`src/rtl/fp8_pkg.sv`:
```
// fp8 shared definitions: field widths, fixed-point format, FSM states.
package fp8_pkg;

  localparam int EXP_W = 4;
  localparam int MAN_W = 3;
  localparam int BIAS = 7;
  localparam logic [EXP_W-1:0] EXP_SPECIAL = 4'hF;

  localparam int OUT_W = 19;
  localparam int FRAC_W = 10;

  localparam logic [OUT_W-1:0] POS_SAT = 19'h3FFFF;
  localparam logic [OUT_W-1:0] NEG_SAT = 19'h40000;

  typedef enum logic [1:0] {
    IDLE,
    SHIFT,
    SIGN,
    DONE
  } state_e;

endpackage

```
`src/rtl/fp8_unpack.sv`:
```
// fp8 field splitter and classifier, purely combinational.
module fp8_unpack
  import fp8_pkg::*;
(
  input  logic [EXP_W+MAN_W:0] fp_i,
  output logic                 sign_o,
  output logic [EXP_W-1:0]     exp_o,
  output logic [MAN_W:0]       man_o,
  output logic                 is_zero_o,
  output logic                 is_inf_o,
  output logic                 is_nan_o
);

  logic [MAN_W-1:0] frac;

  assign sign_o = fp_i[EXP_W+MAN_W];
  assign exp_o  = fp_i[EXP_W+MAN_W-1:MAN_W];
  assign frac   = fp_i[MAN_W-1:0];
  assign man_o  = {1'b1, frac};

  // Both signed zeros collapse to zero; no denormals exist.
  assign is_zero_o = (fp_i[EXP_W+MAN_W-1:0] == '0);
  assign is_inf_o  = (exp_o == EXP_SPECIAL) && (frac == '0);
  assign is_nan_o  = (exp_o == EXP_SPECIAL) && (frac != '0);

endmodule

```
`src/rtl/fp8_to_fixed.sv`:
```
// Iterative fp8 -> 19-bit Q8.10 converter, one left shift per cycle.
module fp8_to_fixed
  import fp8_pkg::*;
(
  input  logic                   clk,
  input  logic                   rst_n,
  input  logic                   ena,
  input  logic                   in_valid,
  output logic                   in_ready,
  input  logic [EXP_W+MAN_W:0]   in_data,
  output logic                   out_valid,
  input  logic                   out_ready,
  output logic [OUT_W-1:0]       out_data,
  output logic                   out_inf,
  output logic                   out_nan
);

  state_e           state_q, state_d;
  logic [OUT_W-1:0] acc_q, acc_d;
  logic [EXP_W-1:0] cnt_q, cnt_d;
  logic             sign_q, sign_d;
  logic             zero_q, zero_d;
  logic             inf_q, inf_d;
  logic             nan_q, nan_d;
  logic             oinf_q, oinf_d;
  logic             onan_q, onan_d;

  logic             u_sign;
  logic [EXP_W-1:0] u_exp;
  logic [MAN_W:0]   u_man;
  logic             u_zero;
  logic             u_inf;
  logic             u_nan;

  fp8_unpack u_unpack (
    .fp_i      (in_data),
    .sign_o    (u_sign),
    .exp_o     (u_exp),
    .man_o     (u_man),
    .is_zero_o (u_zero),
    .is_inf_o  (u_inf),
    .is_nan_o  (u_nan)
  );

  assign in_ready  = ena && (state_q == IDLE);
  assign out_valid = (state_q == DONE);
  assign out_data  = acc_q;
  assign out_inf   = oinf_q;
  assign out_nan   = onan_q;

  always_comb begin
    state_d = state_q;
    acc_d   = acc_q;
    cnt_d   = cnt_q;
    sign_d  = sign_q;
    zero_d  = zero_q;
    inf_d   = inf_q;
    nan_d   = nan_q;
    oinf_d  = oinf_q;
    onan_d  = onan_q;
    if (ena) begin
      unique case (state_q)
        IDLE: begin
          if (in_valid) begin
            sign_d  = u_sign;
            acc_d   = {{(OUT_W-MAN_W-1){1'b0}}, u_man};
            cnt_d   = u_exp;
            zero_d  = u_zero;
            inf_d   = u_inf;
            nan_d   = u_nan;
            oinf_d  = 1'b0;
            onan_d  = 1'b0;
            // Specials carry e=15 but never shift.
            if (!u_zero && !u_inf && !u_nan && u_exp != '0)
              state_d = SHIFT;
            else
              state_d = SIGN;
          end
        end
        SHIFT: begin
          acc_d = acc_q << 1;
          cnt_d = cnt_q - 4'd1;
          if (cnt_q == 4'd1)
            state_d = SIGN;
        end
        SIGN: begin
          unique case (1'b1)
            zero_q: acc_d = '0;
            nan_q: begin
              acc_d  = '0;
              onan_d = 1'b1;
            end
            inf_q: begin
              acc_d  = sign_q ? NEG_SAT : POS_SAT;
              oinf_d = 1'b1;
            end
            default: begin
              if (sign_q)
                acc_d = -acc_q;
            end
          endcase
          state_d = DONE;
        end
        DONE: begin
          if (out_ready)
            state_d = IDLE;
        end
      endcase
    end
  end

  always_ff @(posedge clk) begin
    if (rst_n) begin
      state_q <= IDLE;
      acc_q   <= '0;
      cnt_q   <= '0;
      sign_q  <= 1'b0;
      zero_q  <= 1'b0;
      inf_q   <= 1'b0;
      nan_q   <= 1'b0;
      oinf_q  <= 1'b0;
      onan_q  <= 1'b0;
    end else begin
      state_q <= state_d;
      acc_q   <= acc_d;
      cnt_q   <= cnt_d;
      sign_q  <= sign_d;
      zero_q  <= zero_d;
      inf_q   <= inf_d;
      nan_q   <= nan_d;
      oinf_q  <= oinf_d;
      onan_q  <= onan_d;
    end
  end

endmodule

```
`config.mk`:
```
export PLATFORM = sky130hd
export DESIGN_NAME = fp8_to_fixed
export DESIGN_NICKNAME = d
export VERILOG_FILES = /design/src/rtl/fp8_pkg.sv /design/src/rtl/fp8_unpack.sv /design/src/rtl/fp8_to_fixed.sv
export SDC_FILE = /design/constraint.sdc
export NUM_CORES = 1
export LEC_CHECK = 0
export BUFFER_PORTS_ARGS = -buffer_cell sky130_fd_sc_hd__buf_2
export CORE_AREA = 2 2 80 82
export CTS_CLUSTER_SIZE = 40
export DETAILED_ROUTE_END_ITERATION = 16
export DIE_AREA = 0 0 82 84
export MAX_ROUTING_LAYER = met4
export PLACE_DENSITY = 0.53
export REMOVE_ABC_BUFFERS = 1
export SETUP_SLACK_MARGIN = 0.05
export SYNTH_ARGS = -nofsm -noshare
export SYNTH_HDL_FRONTEND = slang
export SYNTH_SLANG_ARGS = --single-unit
```
`constraint.sdc`:
```
create_clock -name clk -period 1.9 [get_ports clk]
set_input_delay 0.095 -clock clk [delete_from_list [all_inputs] [get_ports clk]]
set_output_delay 0.095 -clock clk [all_outputs]
set_load 0.05 [all_outputs]
```
* After elaboration in Yosys (flattened, before gate mapping) *
Cells that the tools add are included.

word-level totals
  flip-flop bits (word level) = 31
  output and inout port bits = 23
  logic and storage cells = 63

operators by class
  add/sub/neg operators = 2
  eq/ne operators = 11
  muxes and demuxes = 17
  reduce and logical (&&, ||, !) cells = 24

operators by type and width
  cell                   number
  $mux W19               3
  $pmux W19 S3           1
  $pmux W19 S2           1
  $neg A19 Y19           1
  $reduce_and A4 Y1      4
  $mux W2                4
  $ne A2 B2 Y1 const B   4
  $pmux W2 S4            1
  $pmux W4 S2            1
  $logic_not A7 Y1       1
  $logic_and A1 B1 Y1    6
  $reduce_and A3 Y1      2
  $reduce_bool A3 Y1     2
  $eq A2 B2 Y1 const B   2
  $eq A4 B1 Y1 const B   1
  $eq A4 B4 Y1 const B   1
  $mux W4                1
  $ne A4 B4 Y1 const B   1
  $pmux W1 S2            2
  $reduce_bool A2 Y1     2
  $reduce_bool A4 Y1     1
  $sub A4 B1 Y4 const B  1
  $logic_not A1 Y1       3
  $logic_not A3 Y1       1
  5 further kinds        7

* Depth between registers and ports, before layout *
Gate-level depths: netlist of the first run.

  depth after elaboration = 9
  depth in mapped cells = 9
  mapped depth without buffers = 7

* By module *
Synthesis of the first run repeated with hierarchy kept, for this count alone.

unflattened totals
  cells, all modules = 283
  area, all modules = 2244.7 µm²

modules (own cells, without submodules)
  module        instances  cells an instance  area an instance (µm²)  seq. area each (µm²)
  fp8_to_fixed  1          267                2139.6                  620.6
  fp8_unpack    1          16                 105.1                   0.0

* Least setup slack after synthesis of the first run *
No wires, ideal clock.

  kind = flip-flop to flip-flop
  start = reg acc_q[0] (netlist: out_data[0])
  end = reg acc_q[14] (netlist: out_data[14])
  setup time = 0.091 ns
  arrival time = 2.072 ns
  required time = 1.809 ns
  path slack = -0.263 ns
  stages on the path, launching flop included = 9
  buffers on the path = 1
  clock period less this slack = 2.163 ns
  cells stage by stage = dfxtp_1 > inv_1 > ha_1 > or4b_1 > buf_2 > nor3_1 > nand2_1 > xnor2_1 > a311oi_1

on the way
  word-level cells in the longest chain between the ends = 4

RTL lines
  item                    line                 RTL
  from (decl)             fp8_to_fixed.sv:19   logic [OUT_W-1:0] acc_q, acc_d;
  from (signal assigned)  fp8_to_fixed.sv:115  acc_q <= '0;
  from (signal assigned)  fp8_to_fixed.sv:125  acc_q <= acc_d;
  $neg A19 Y19            fp8_to_fixed.sv:99   acc_d = -acc_q;
  $mux W19                fp8_to_fixed.sv:98   if (sign_q)
  $pmux W19 S2            fp8_to_fixed.sv:87   unique case (1'b1)
  $pmux W19 S3            fp8_to_fixed.sv:62   unique case (state_q)

Every way passes these cells. The select of a mux whose other input is x is not followed.
A chain may end at the register's enable or synchronous reset.

* Worst setup path in the final report of the first run *
  start = reg acc_q[1] (netlist: out_data[1])
  end = reg acc_q[18] (netlist: out_data[18])

Same word-level chain as after synthesis.

==> reports/metrics.csv, run 1 <==
stage;metric;value;unit
synthesis;yosys.cell_types.count;56;
clock_network;clockBufferDepth;2;
synthesis;synth_cells;273;
layout;drive_gt1_frac;0.3018;
critical_path;startpoint_type;flip-flop;
drt;dr.pass1.iters;4;
floorplanning;die_x;82;µm
global_routing;grt-ovfl-total;0;
clock_network;holdBufCountCts;0;
critical_path;r2r-start;out_data[1]$_SDFFE_PP0P_;
clock_network;clkSinkCount;31;
synthesis;synth-seq-cells;31;
synthesis;synth_edf_count;0;
placed_design;dp_hpwl;4572;µm
global_routing;grt_antenna_before_repair;0;
synthesis;avgSynthCellArea;7.521;µm²
hold_path;min_from;in_data[7];
drt;via_per_inst;5.402;
hold_path;min_path_type;in -> reg;
critical_path;worstSetupPathType;reg -> reg;
sta;hold_viol;0;
clock_network;clkSlewWorstSetupHoldPaths;0.07;ns
power_and_ir_drop;p_total;2214;µW
sta;skew;0.008414;ns
clock_network;cts_tree;done;
critical_path;critPathMaxFanout;4;
synthesis;netlist_area;2053;µm²
critical_path;ff2ff_path_depth;7;
drt;ant_nets;0;
layout;fin_util;0.4491;
global_routing;grt_use_total;0.1956;
drt;wl_per_cell;15.13;µm
global_routing;use_met1;0.2317;
global_routing;grt_busiest_layer;met2;
critical_path;worstSetupEndpointType;flip-flop;
layout;nNetsFinal;358;
sta;final-max-slew-violation-count;0;
clock_network;insertion_delay;0.29;ns
global_routing;grt_max_degree;20;
sta;grt_setup_unrepaired;yes;
floorplanning;start_util;0.3368;
drt;drtIter0Drc;151;
drt;drc;0;
synthesis;yosysSeqAreaShare;0.3023;
run_status;outcome;finished, final reports clean;
power_and_ir_drop;p_leak;0.001164;µW
floorplanning;io_pins;36;
placed_design;port_buffers;35;
critical_path;required;2.07;ns
power_and_ir_drop;p_per_area;808.7;nW/µm²
drt;routed_wl;6277;µm
floorplanning;die_y;84;µm
global_routing;grt_pass1_wl;10270;µm
placed_design;place_congestion;0.8582;
drt;vias;2242;
synthesis;ys.flop_type;dfxtp_1;
clock_network;root_buffer;clkbuf_8;
sta;setup-violations-final;0;
sta;max_slew_margin;0.7050;
sta;post-route-period-util;0.9870;
floorplanning;core;6096;µm²
sta;fmax;0.5333;GHz
sta;holdWs;0.04506;ns
job;max_cap_violations;0;
hold_path;hold_path_depth;3;
critical_path;cp_cell_sequence;inv_2 -> ha_4 -> or4b_4 -> and4bb_4 -> mux2i_1 -> o2111ai_1 -> o21ai_1;
floorplanning;die_area;6888;µm²
layout;seq_area;624.3;µm²
critical_path;r2r_end;out_data[18]$_SDFFE_PP0P_;
critical_path;slowest_delay;0.51;ns
global_routing;use_met2;0.3304;
global_routing;grt_pass1_vias;2129;
power_and_ir_drop;ir_drop;0.0003620;V
sta;fin_crit;1.875;ns
sta;tightest_slew;0.4391;ns
hold_path;holdPathEnd;sign_q$_SDFFE_PP0P_;
critical_path;worstPathArrival;2.04;ns
critical_path;crit_slowest_cell;or4b_4;
layout;multi_input_area;1381;µm²
layout;fillCellCount;644;
global_routing;grtUsageMet3;0.03788;
layout;syn_to_final_growth;33.33;%
clock_network;htree_levels;2;
layout;diodes;0;
sta;finalSetupTns;0;ns
synthesis;yosysWarnings;0;
clock_network;cts_buffers;5;
floorplanning;rows;29;
critical_path;rrSetupSlack;0.02;ns
synthesis;async_flop_share;0;
-- logic make-up after synthesis --
| logic type | synth area share |
|---|---|
| AOI/OAI and AO/OA | 0.2962 |
| xor gates and xnor gates | 0.02133 |
| adders and majority gates | 0.04875 |
| buffers and inverters | 0.05911 |
| DFF | 0.3023 |
| muxes | 0.02011 |
| and+or+nand+nor | 0.2523 |
-- routing by layer --
metal	share of wire	routed length, µm
met1	0.44	2768
met5	0	0
met4	0.0089	56
met3	0.042	265
met2	0.51	3186
-- cell type report --
class	count	share of cell area
clock buffers	6	0.03016
clock inverters	2	0.01280
inverters	18	0.02468
multi-input cells	211	0.5046
flip-flops and latches	31	0.2281
well taps	77	0.03519
repair buffers	70	0.1645
-- state kept, by name, indices dropped and copies added, names as in the netlist --
register / cells
cnt_q: 4
inf_q: 1
nan_q: 1
out_data: 19
out_inf: 1
out_nan: 1
sign_q: 1
state_q: 2
zero_q: 1
-- what timing repair did --
action	in CTS	in global routing
setup buffers	0	4
resized for setup	2	18
hold endpoints to repair	0	0
pin swaps	0	5
setup endpoints to repair	6	16
-- metrics by stage --
stage               instances  worst slack [ns]  area [µm²]
floorplan                 260           -0.3802        1999
finish                    415           0.02478        2738
CTS                       411           0.05694        2645
global placement          403          -0.01058        2516
global route              415          -0.05463        2738
detailed placement        403         -0.001546        2516
-- cells in the mapped netlist (2+ instances only) --
| library cell | count | area, µm² |
|---|---|---|
| o31ai_1 | 2 | 15.01 |
| or2_2 | 2 | 12.51 |
| xnor2_1 | 4 | 35.03 |
| nor2b_1 | 3 | 18.77 |
| nand4_1 | 3 | 18.77 |
| nor3_1 | 11 | 55.05 |
| a211oi_1 | 4 | 30.03 |
| o22ai_1 | 4 | 25.02 |
| o2111ai_1 | 3 | 26.28 |
| dfxtp_1 | 31 | 620.6 |
| o21ai_0 | 23 | 115.1 |
| nand3_1 | 10 | 50.05 |
| nor2_1 | 25 | 93.84 |
| inv_1 | 18 | 67.56 |
| a22o_1 | 2 | 17.52 |
| buf_2 | 4 | 20.02 |
| o31a_1 | 2 | 17.52 |
| a31oi_1 | 4 | 25.02 |
| nand2_1 | 26 | 97.59 |
| clkbuf_1 | 9 | 33.78 |
| o211ai_1 | 5 | 37.54 |
| and3_1 | 2 | 12.51 |
| mux2i_1 | 3 | 30.03 |
| nor4_1 | 4 | 25.02 |
| o21a_1 | 2 | 15.01 |
| ha_1 | 8 | 100.1 |
| or3_1 | 3 | 18.77 |
| a32oi_1 | 4 | 35.03 |
| a22oi_1 | 3 | 22.52 |
| a21oi_1 | 20 | 100.1 |
| nand2b_1 | 4 | 25.02 |
-- worst max-delay path, delay by kind of cell (launching register included) --
| family | cells | cell delay (ns) |
|---|---|---|
| flops | 1 | 0.32 |
| mux | 1 | 0.08 |
| compound gates | 2 | 0.27 |
| simple gates | 2 | 0.90 |
| fa+ha+maj | 1 | 0.13 |
| buf+inv | 1 | 0.07 |
-- layout by cell type (no fill, tap or decap), types with 9 or more instances in the layout --
cell type / count
inv_1: 15
nor2_1: 25
nand3_1: 10
buf_4: 34
buf_2: 35
nand2_1: 26
a21oi_1: 20
dfxtp_1: 28
o21ai_0: 22
nor3_1: 9
-- where the power goes --
part / internal [µW] / switching [µW]
combinational: 369 / 447
sequential: 680 / 26.4
clock: 424 / 267
-- worst max-delay path by stage --
stage / cells after the start / endpoint / slack [ns] / from
finish: 7 / out_data[18]$_SDFFE_PP0P_ / 0.02 / out_data[1]$_SDFFE_PP0P_
global route: 7 / out_data[18]$_SDFFE_PP0P_ / -0.05 / out_data[1]$_SDFFE_PP0P_
CTS: 8 / out_data[8]$_SDFFE_PP0P_ / 0.06 / out_data[0]$_SDFFE_PP0P_
detailed placement: 8 / out_data[8]$_SDFFE_PP0P_ / -0.002 / out_data[0]$_SDFFE_PP0P_
global placement: 8 / out_data[8]$_SDFFE_PP0P_ / -0.01 / out_data[0]$_SDFFE_PP0P_
floorplan: 5 / out_data[13]$_SDFFE_PP0P_ / -0.38 / nan_q$_SDFFE_PP0P_
(Power assumes the default switching activity.)
==> inputs of run 2 (changes only) <==
--- a/config.mk
+++ b/config.mk
@@ -6,12 +6,13 @@
 export NUM_CORES = 1
 export LEC_CHECK = 0
 export BUFFER_PORTS_ARGS = -buffer_cell sky130_fd_sc_hd__buf_2
+export CAP_MARGIN = 40
 export CORE_AREA = 2 2 80 82
 export CTS_CLUSTER_SIZE = 40
 export DETAILED_ROUTE_END_ITERATION = 16
 export DIE_AREA = 0 0 82 84
 export MAX_ROUTING_LAYER = met4
-export PLACE_DENSITY = 0.53
+export PLACE_DENSITY = 0.51
 export REMOVE_ABC_BUFFERS = 1
 export SETUP_SLACK_MARGIN = 0.05
 export SYNTH_ARGS = -nofsm -noshare
==> constraint.sdc (replaced) <==
create_clock -name clk -period 1.82 [get_ports clk]
set_input_delay 0.091 -clock clk [delete_from_list [all_inputs] [get_ports clk]]
set_output_delay 0.091 -clock clk [all_outputs]
set_load 0.05 [all_outputs]
==> reports/metrics.csv, run 2 (same netlist as run 1, synthesis figures left out) <==
stage;metric;value;unit
sta;grt_setup_unrepaired;yes;
sta;fmax;0.5512;GHz
drt;wl_per_cell;15.54;µm
power_and_ir_drop;p_total;2177;µW
drt;met1Wirelength;2801;µm
placed_design;port_buffers;35;
hold_path;min_path_type;in -> reg;
power_and_ir_drop;p_per_area;776.5;nW/µm²
drt;drtIter0Drc;180;
job;max_cap_violations;0;
layout;diodes;0;
critical_path;ff2ff_path_depth;7;
power_and_ir_drop;ir_drop;0.0004573;V
global_routing;grt-ovfl-total;0;
drt;dr_wl_met2;3299;µm
floorplanning;start_util;0.3368;
critical_path;r2r_end;out_data[18]$_SDFFE_PP0P_;
sta;max_slew_margin;0.7010;
clock_network;clockBufferDepth;2;
layout;nNetsFinal;364;
floorplanning;die_x;82;µm
layout;layout_commonest_cell;buf_4;
critical_path;required;2.00;ns
sta;final-max-slew-violation-count;0;
clock_network;clkSlewWorstSetupHoldPaths;0.08;ns
run_status;outcome;finished, final reports clean;
layout;fin_util;0.4600;
drt;drc;0;
hold_path;min_from;in_data[7];
floorplanning;io_pins;36;
critical_path;worstPathArrival;1.99;ns
layout;final_cell_mix;buf_4 (38), buf_2 (35), dfxtp_1 (29);
sta;post-route-period-util;0.9969;
critical_path;critPathMaxFanout;4;
clock_network;cts_buffers;5;
floorplanning;die_area;6888;µm²
placed_design;place_congestion;0.8620;
sta;setup-violations-final;0;
power_and_ir_drop;p_leak;0.001187;µW
sta;fin_crit;1.814;ns
critical_path;worstSetupPathType;reg -> reg;
placed_design;dp_hpwl;4731;µm
floorplanning;rows;29;
clock_network;htree_levels;2;
drt;via_per_inst;5.594;
layout;drive_gt1_frac;0.3227;
layout;syn_to_final_growth;36.56;%
critical_path;r2r-start;out_data[0]$_SDFFE_PP0P_;
hold_path;hold_path_depth;3;
drt;routed_wl;6542;µm
clock_network;clkSinkCount;31;
layout;largest_register_ffs;19;
critical_path;worstSetupEndpointType;flip-flop;
drt;vias;2355;
critical_path;rrSetupSlack;0.006;ns
sta;tightest_slew;0.4444;ns
hold_path;holdPathEnd;sign_q$_SDFFE_PP0P_;
global_routing;grt_pass1_wl;10560;µm
global_routing;grt_pass1_vias;2128;
drt;maxUsedRoutingLayer;met4;
drt;route.met3.wl;344;µm
sta;skew;0.01202;ns
sta;hold_viol;0;
global_routing;grt_antenna_before_repair;0;
clock_network;cts_tree;done;
floorplanning;core;6096;µm²
floorplanning;die_y;84;µm
drt;ant_nets;0;
global_routing;grt_use_total;0.2054;
drt;dr.pass1.iters;4;
global_routing;grt_max_degree;20;
clock_network;root_buffer;clkbuf_8;
critical_path;startpoint_type;flip-flop;
clock_network;insertion_delay;0.30;ns
run 2: cell count changes in the layout (fill, tap and decap cells not counted), moves of 2 or more:
| cell | delta |
|---|---|
| buf_4 | +4 |
| o21ai_0 | -3 |
| o21ai_1 | +3 |
| buf_6 | +2 |
| clkbuf_1 | +2 |
run 2: worst max-delay path, stage by stage, from the launching register on:
cell,delay [ns]
dfxtp_2,0.33
inv_2,0.07
ha_4,0.13
or4b_4,0.50
and4bb_4,0.35
mux2i_1,0.07
o2111ai_1,0.16
o21ai_1,0.08
run 2: how the worst max path moves through the flow:
stage	from	end	slack, ns	depth (start not counted)
floorplan	nan_q$_SDFFE_PP0P_	out_data[13]$_SDFFE_PP0P_	-0.46	5
global placement	out_data[0]$_SDFFE_PP0P_	out_data[8]$_SDFFE_PP0P_	-0.02	8
detailed placement	out_data[1]$_SDFFE_PP0P_	out_data[8]$_SDFFE_PP0P_	-0.06	8
CTS	out_data[0]$_SDFFE_PP0P_	out_data[18]$_SDFFE_PP0P_	0.009	7
global route	out_data[0]$_SDFFE_PP0P_	out_data[18]$_SDFFE_PP0P_	-0.06	7
finish	out_data[0]$_SDFFE_PP0P_	out_data[18]$_SDFFE_PP0P_	0.006	7
run 2: where the power goes:
group	internal [µW]	switching (µW)	total, µW
logic	401	485	886
clock network	269	286	555
registers	709	27.8	737
run 2: layer usage:
metal | vias to the layer above | track usage
met3 | 8 | 0.03463
met4 | 0 | 0.07576
met2 | 81 | 0.3252
li1 | 1156 | -
met5 | - | -
met1 | 1110 | 0.2593
run 2: per-stage QoR:
| step | setup TNS (ns) | setup slack [ns] | cell area (µm²) | hold WS [ns] | std cells |
|---|---|---|---|---|---|
| 3_3_place_gp | -0.02921 | -0.02188 | 2584 | 0.3270 | 412 |
| 5_1_grt | -0.2270 | -0.05586 | 2804 | 0.07656 | 421 |
| 4_1_cts | 0 | 0.008788 | 2731 | 0.02940 | 421 |
| 3_5_place_dp | -0.2385 | -0.05944 | 2584 | 0.3316 | 412 |
| 6_report | 0 | 0.005616 | 2804 | 0.03328 | 421 |
| 2_1_floorplan | -5.086 | -0.4602 | 1999 | 0.1601 | 260 |
run 2: area by class of cell:
type / count / area, µm²
Multi-Input combinational cell: 211 / 1433
Tap cell: 77 / 96.34
Clock buffer: 7 / 76.32
Clock inverter: 1 / 5.005
Sequential cell: 31 / 623.1
Fill cell: 635 / 3292
Inverter: 18 / 67.56
Timing Repair Buffer: 76 / 503.0
run 2: what timing repair did:
action | CTS | global route
buffers inserted | 1 | 0
hold buffers | 0 | 0
pin swaps | 3 | 5
gates resized for setup | 14 | 19
setup endpoints to repair | 13 | 16
hold endpoints to repair | 0 | 0
==> inputs of run 3 (changes only) <==
--- a/config.mk
+++ b/config.mk
@@ -7,14 +7,15 @@
 export LEC_CHECK = 0
 export BUFFER_PORTS_ARGS = -buffer_cell sky130_fd_sc_hd__buf_2
 export CAP_MARGIN = 40
-export CORE_AREA = 2 2 80 82
+export CORE_AREA = 2 2 64 66
 export CTS_CLUSTER_SIZE = 40
 export DETAILED_ROUTE_END_ITERATION = 16
-export DIE_AREA = 0 0 82 84
+export DIE_AREA = 0 0 66 68
 export MAX_ROUTING_LAYER = met4
-export PLACE_DENSITY = 0.51
+export PLACE_DENSITY = 0.76
 export REMOVE_ABC_BUFFERS = 1
 export SETUP_SLACK_MARGIN = 0.05
+export SLEW_MARGIN = 20
 export SYNTH_ARGS = -nofsm -noshare
 export SYNTH_HDL_FRONTEND = slang
 export SYNTH_SLANG_ARGS = --single-unit
==> reports/metrics.csv, run 3 (same netlist as run 1, synthesis figures left out) <==
stage;metric;value;unit
job;max_cap_violations;0;
sta;hold_viol;0;
floorplanning;start_util;0.5324;
sta;finalSetupTns;-0.0002249;ns
drt;routed_wl;6865;µm
layout;stdcell_area;2895;µm²
critical_path;r2r_end;out_data[18]$_SDFFE_PP0P_;
layout;final_cell_mix;buf_4 (49), buf_2 (36), nand2_1 (26);
floorplanning;die_y;68;µm
sta;post-route-period-util;1.000;
clock_network;clockBufferDepth;2;
critical_path;rrSetupSlack;-0.0002;ns
clock_network;clkSlewWorstSetupHoldPaths;0.06;ns
critical_path;startpoint_type;flip-flop;
layout;nNetsFinal;376;
layout;syn_to_final_growth;41.01;%
placed_design;dp_hpwl;4222;µm
global_routing;grt_pass1_vias;2221;
critical_path;crit_path_end;out_data[18]$_SDFFE_PP0P_;
drt;drc;0;
drt;wl_per_cell;16.99;µm
layout;largest_register_ffs;19;
layout;diodes;0;
sta;tightest_slew;0.5488;ns
critical_path;r2r-start;out_data[0]$_SDFFE_PP0P_;
placed_design;place_congestion;0.9303;
sta;fmax;0.5494;GHz
critical_path;ff2ff_path_depth;7;
clock_network;clkSinkCount;31;
floorplanning;die_x;66;µm
global_routing;grt_use_total;0.3102;
clock_network;insertion_delay;0.28;ns
global_routing;grt-ovfl-total;0;
clock_network;holdBufCountCts;0;
floorplanning;die_area;4488;µm²
critical_path;required;2.04;ns
clock_network;cts_buffers;5;
placed_design;port_buffers;35;
drt;ant_nets;0;
sta;max_slew_margin;0.6313;
global_routing;grt_max_degree;23;
hold_path;min_path_type;in -> reg;
placed_design;placed_area;2492;µm²
critical_path;worstPathArrival;2.04;ns
power_and_ir_drop;ir_drop;0.0005832;V
floorplanning;core;3856;µm²
critical_path;worstSetupPathType;reg -> reg;
floorplanning;io_pins;36;
clock_network;cts_tree;done;
sta;grt_setup_unrepaired;yes;
power_and_ir_drop;p_per_area;775.6;nW/µm²
critical_path;worstSetupEndpointType;flip-flop;
drt;drtIter0Drc;251;
global_routing;grt_pass1_wl;10330;µm
clock_network;root_buffer;clkbuf_8;
sta;holdWs;0.04781;ns
run_status;outcome;complete, but fails checks;
layout;drive_gt1_frac;0.3672;
critical_path;critPathMaxFanout;4;
drt;vias;2495;
run_status;violations;setup timing;
sta;final-max-slew-violation-count;0;
drt;dr.pass1.iters;5;
power_and_ir_drop;p_leak;0.001243;µW
sta;timing.final.ws_setup;-0.0002249;ns
sta;fin_crit;1.820;ns
drt;via_per_inst;6.176;
clock_network;htree_levels;2;
sta;setup-violations-final;1;
sta;skew;0.003675;ns
global_routing;grt_antenna_before_repair;0;
critical_path;critPathLaunch;out_data[0]$_SDFFE_PP0P_;
layout;layout_commonest_cell;buf_4;
floorplanning;rows;23;
run 3: changes by cell type in the layout (fill, tap and decap cells not counted), sizes merged:
cell	before	now
clkinv	1	0
buf	76	88
clkbuf	7	6
run 3: worst max-delay path, stage by stage (launching register included):
cell and delay, ns:
dfxtp_2 0.32, inv_2 0.07, ha_4 0.13, or4b_4 0.50
and4bb_4 0.35, mux2i_1 0.19, o2111ai_1 0.11, o21ai_1 0.08
run 3: worst min path at each step:
stage                    start                    end  cells past startpoint
floorplan                rst_n  cnt_q[0]$_SDFFE_PP0P_                      1
global placement    in_data[7]    sign_q$_SDFFE_PP0P_                      3
detailed placement  in_data[7]    sign_q$_SDFFE_PP0P_                      3
CTS                 in_data[7]    sign_q$_SDFFE_PP0P_                      3
global route        in_data[7]    sign_q$_SDFFE_PP0P_                      3
finish              in_data[7]    sign_q$_SDFFE_PP0P_                      3
run 3: metrics by stage:
| step | setup slack, ns | std cells | total power, µW | utilization |
|---|---|---|---|---|
| after floorplan | -0.4602 | 260 | 1246 | - |
| after global placement | -0.1444 | 379 | 1491 | 0.6463 |
| after detailed placement | -0.2138 | 379 | 1502 | 0.6463 |
| after CTS | 0.01599 | 402 | 2098 | 0.7099 |
| after global routing | -0.04747 | 404 | 2359 | 0.7508 |
| final | -0.0002249 | 404 | 2246 | 0.7508 |
run 3: cell type report:
cell class,count,area (µm²)
Clock buffer,6,72.57
Timing Repair Buffer,88,581.8
Multi-Input combinational cell,211,1483
Sequential cell,31,628.1
Tap cell,50,62.56
Fill cell,306,960.9
Inverter,18,67.56
run 3: layer usage:
layer | track usage | vias to the layer above | wire (µm)
met5 | - | - | 0
li1 | - | 1171 | -
met2 | 0.5152 | 147 | 3402
met3 | 0.05757 | 15 | 613
met4 | 0.1122 | 0 | 149
met1 | 0.3797 | 1162 | 2699
run 3: timing repair:
item / 4_1_cts / 5_1_grt
cloned: 0 / 1
endpoints found under the setup margin: 14 / 23
pin swaps: 1 / 10
resized for setup: 13 / 36
setup buffers: 17 / 5
run 3: report_power, final:
group          internal (µW)  switching, µW  total, µW
sequential               711           29.6        741
combinational            455            546       1000
clock                    255            249        504
total                   1420            825       2250
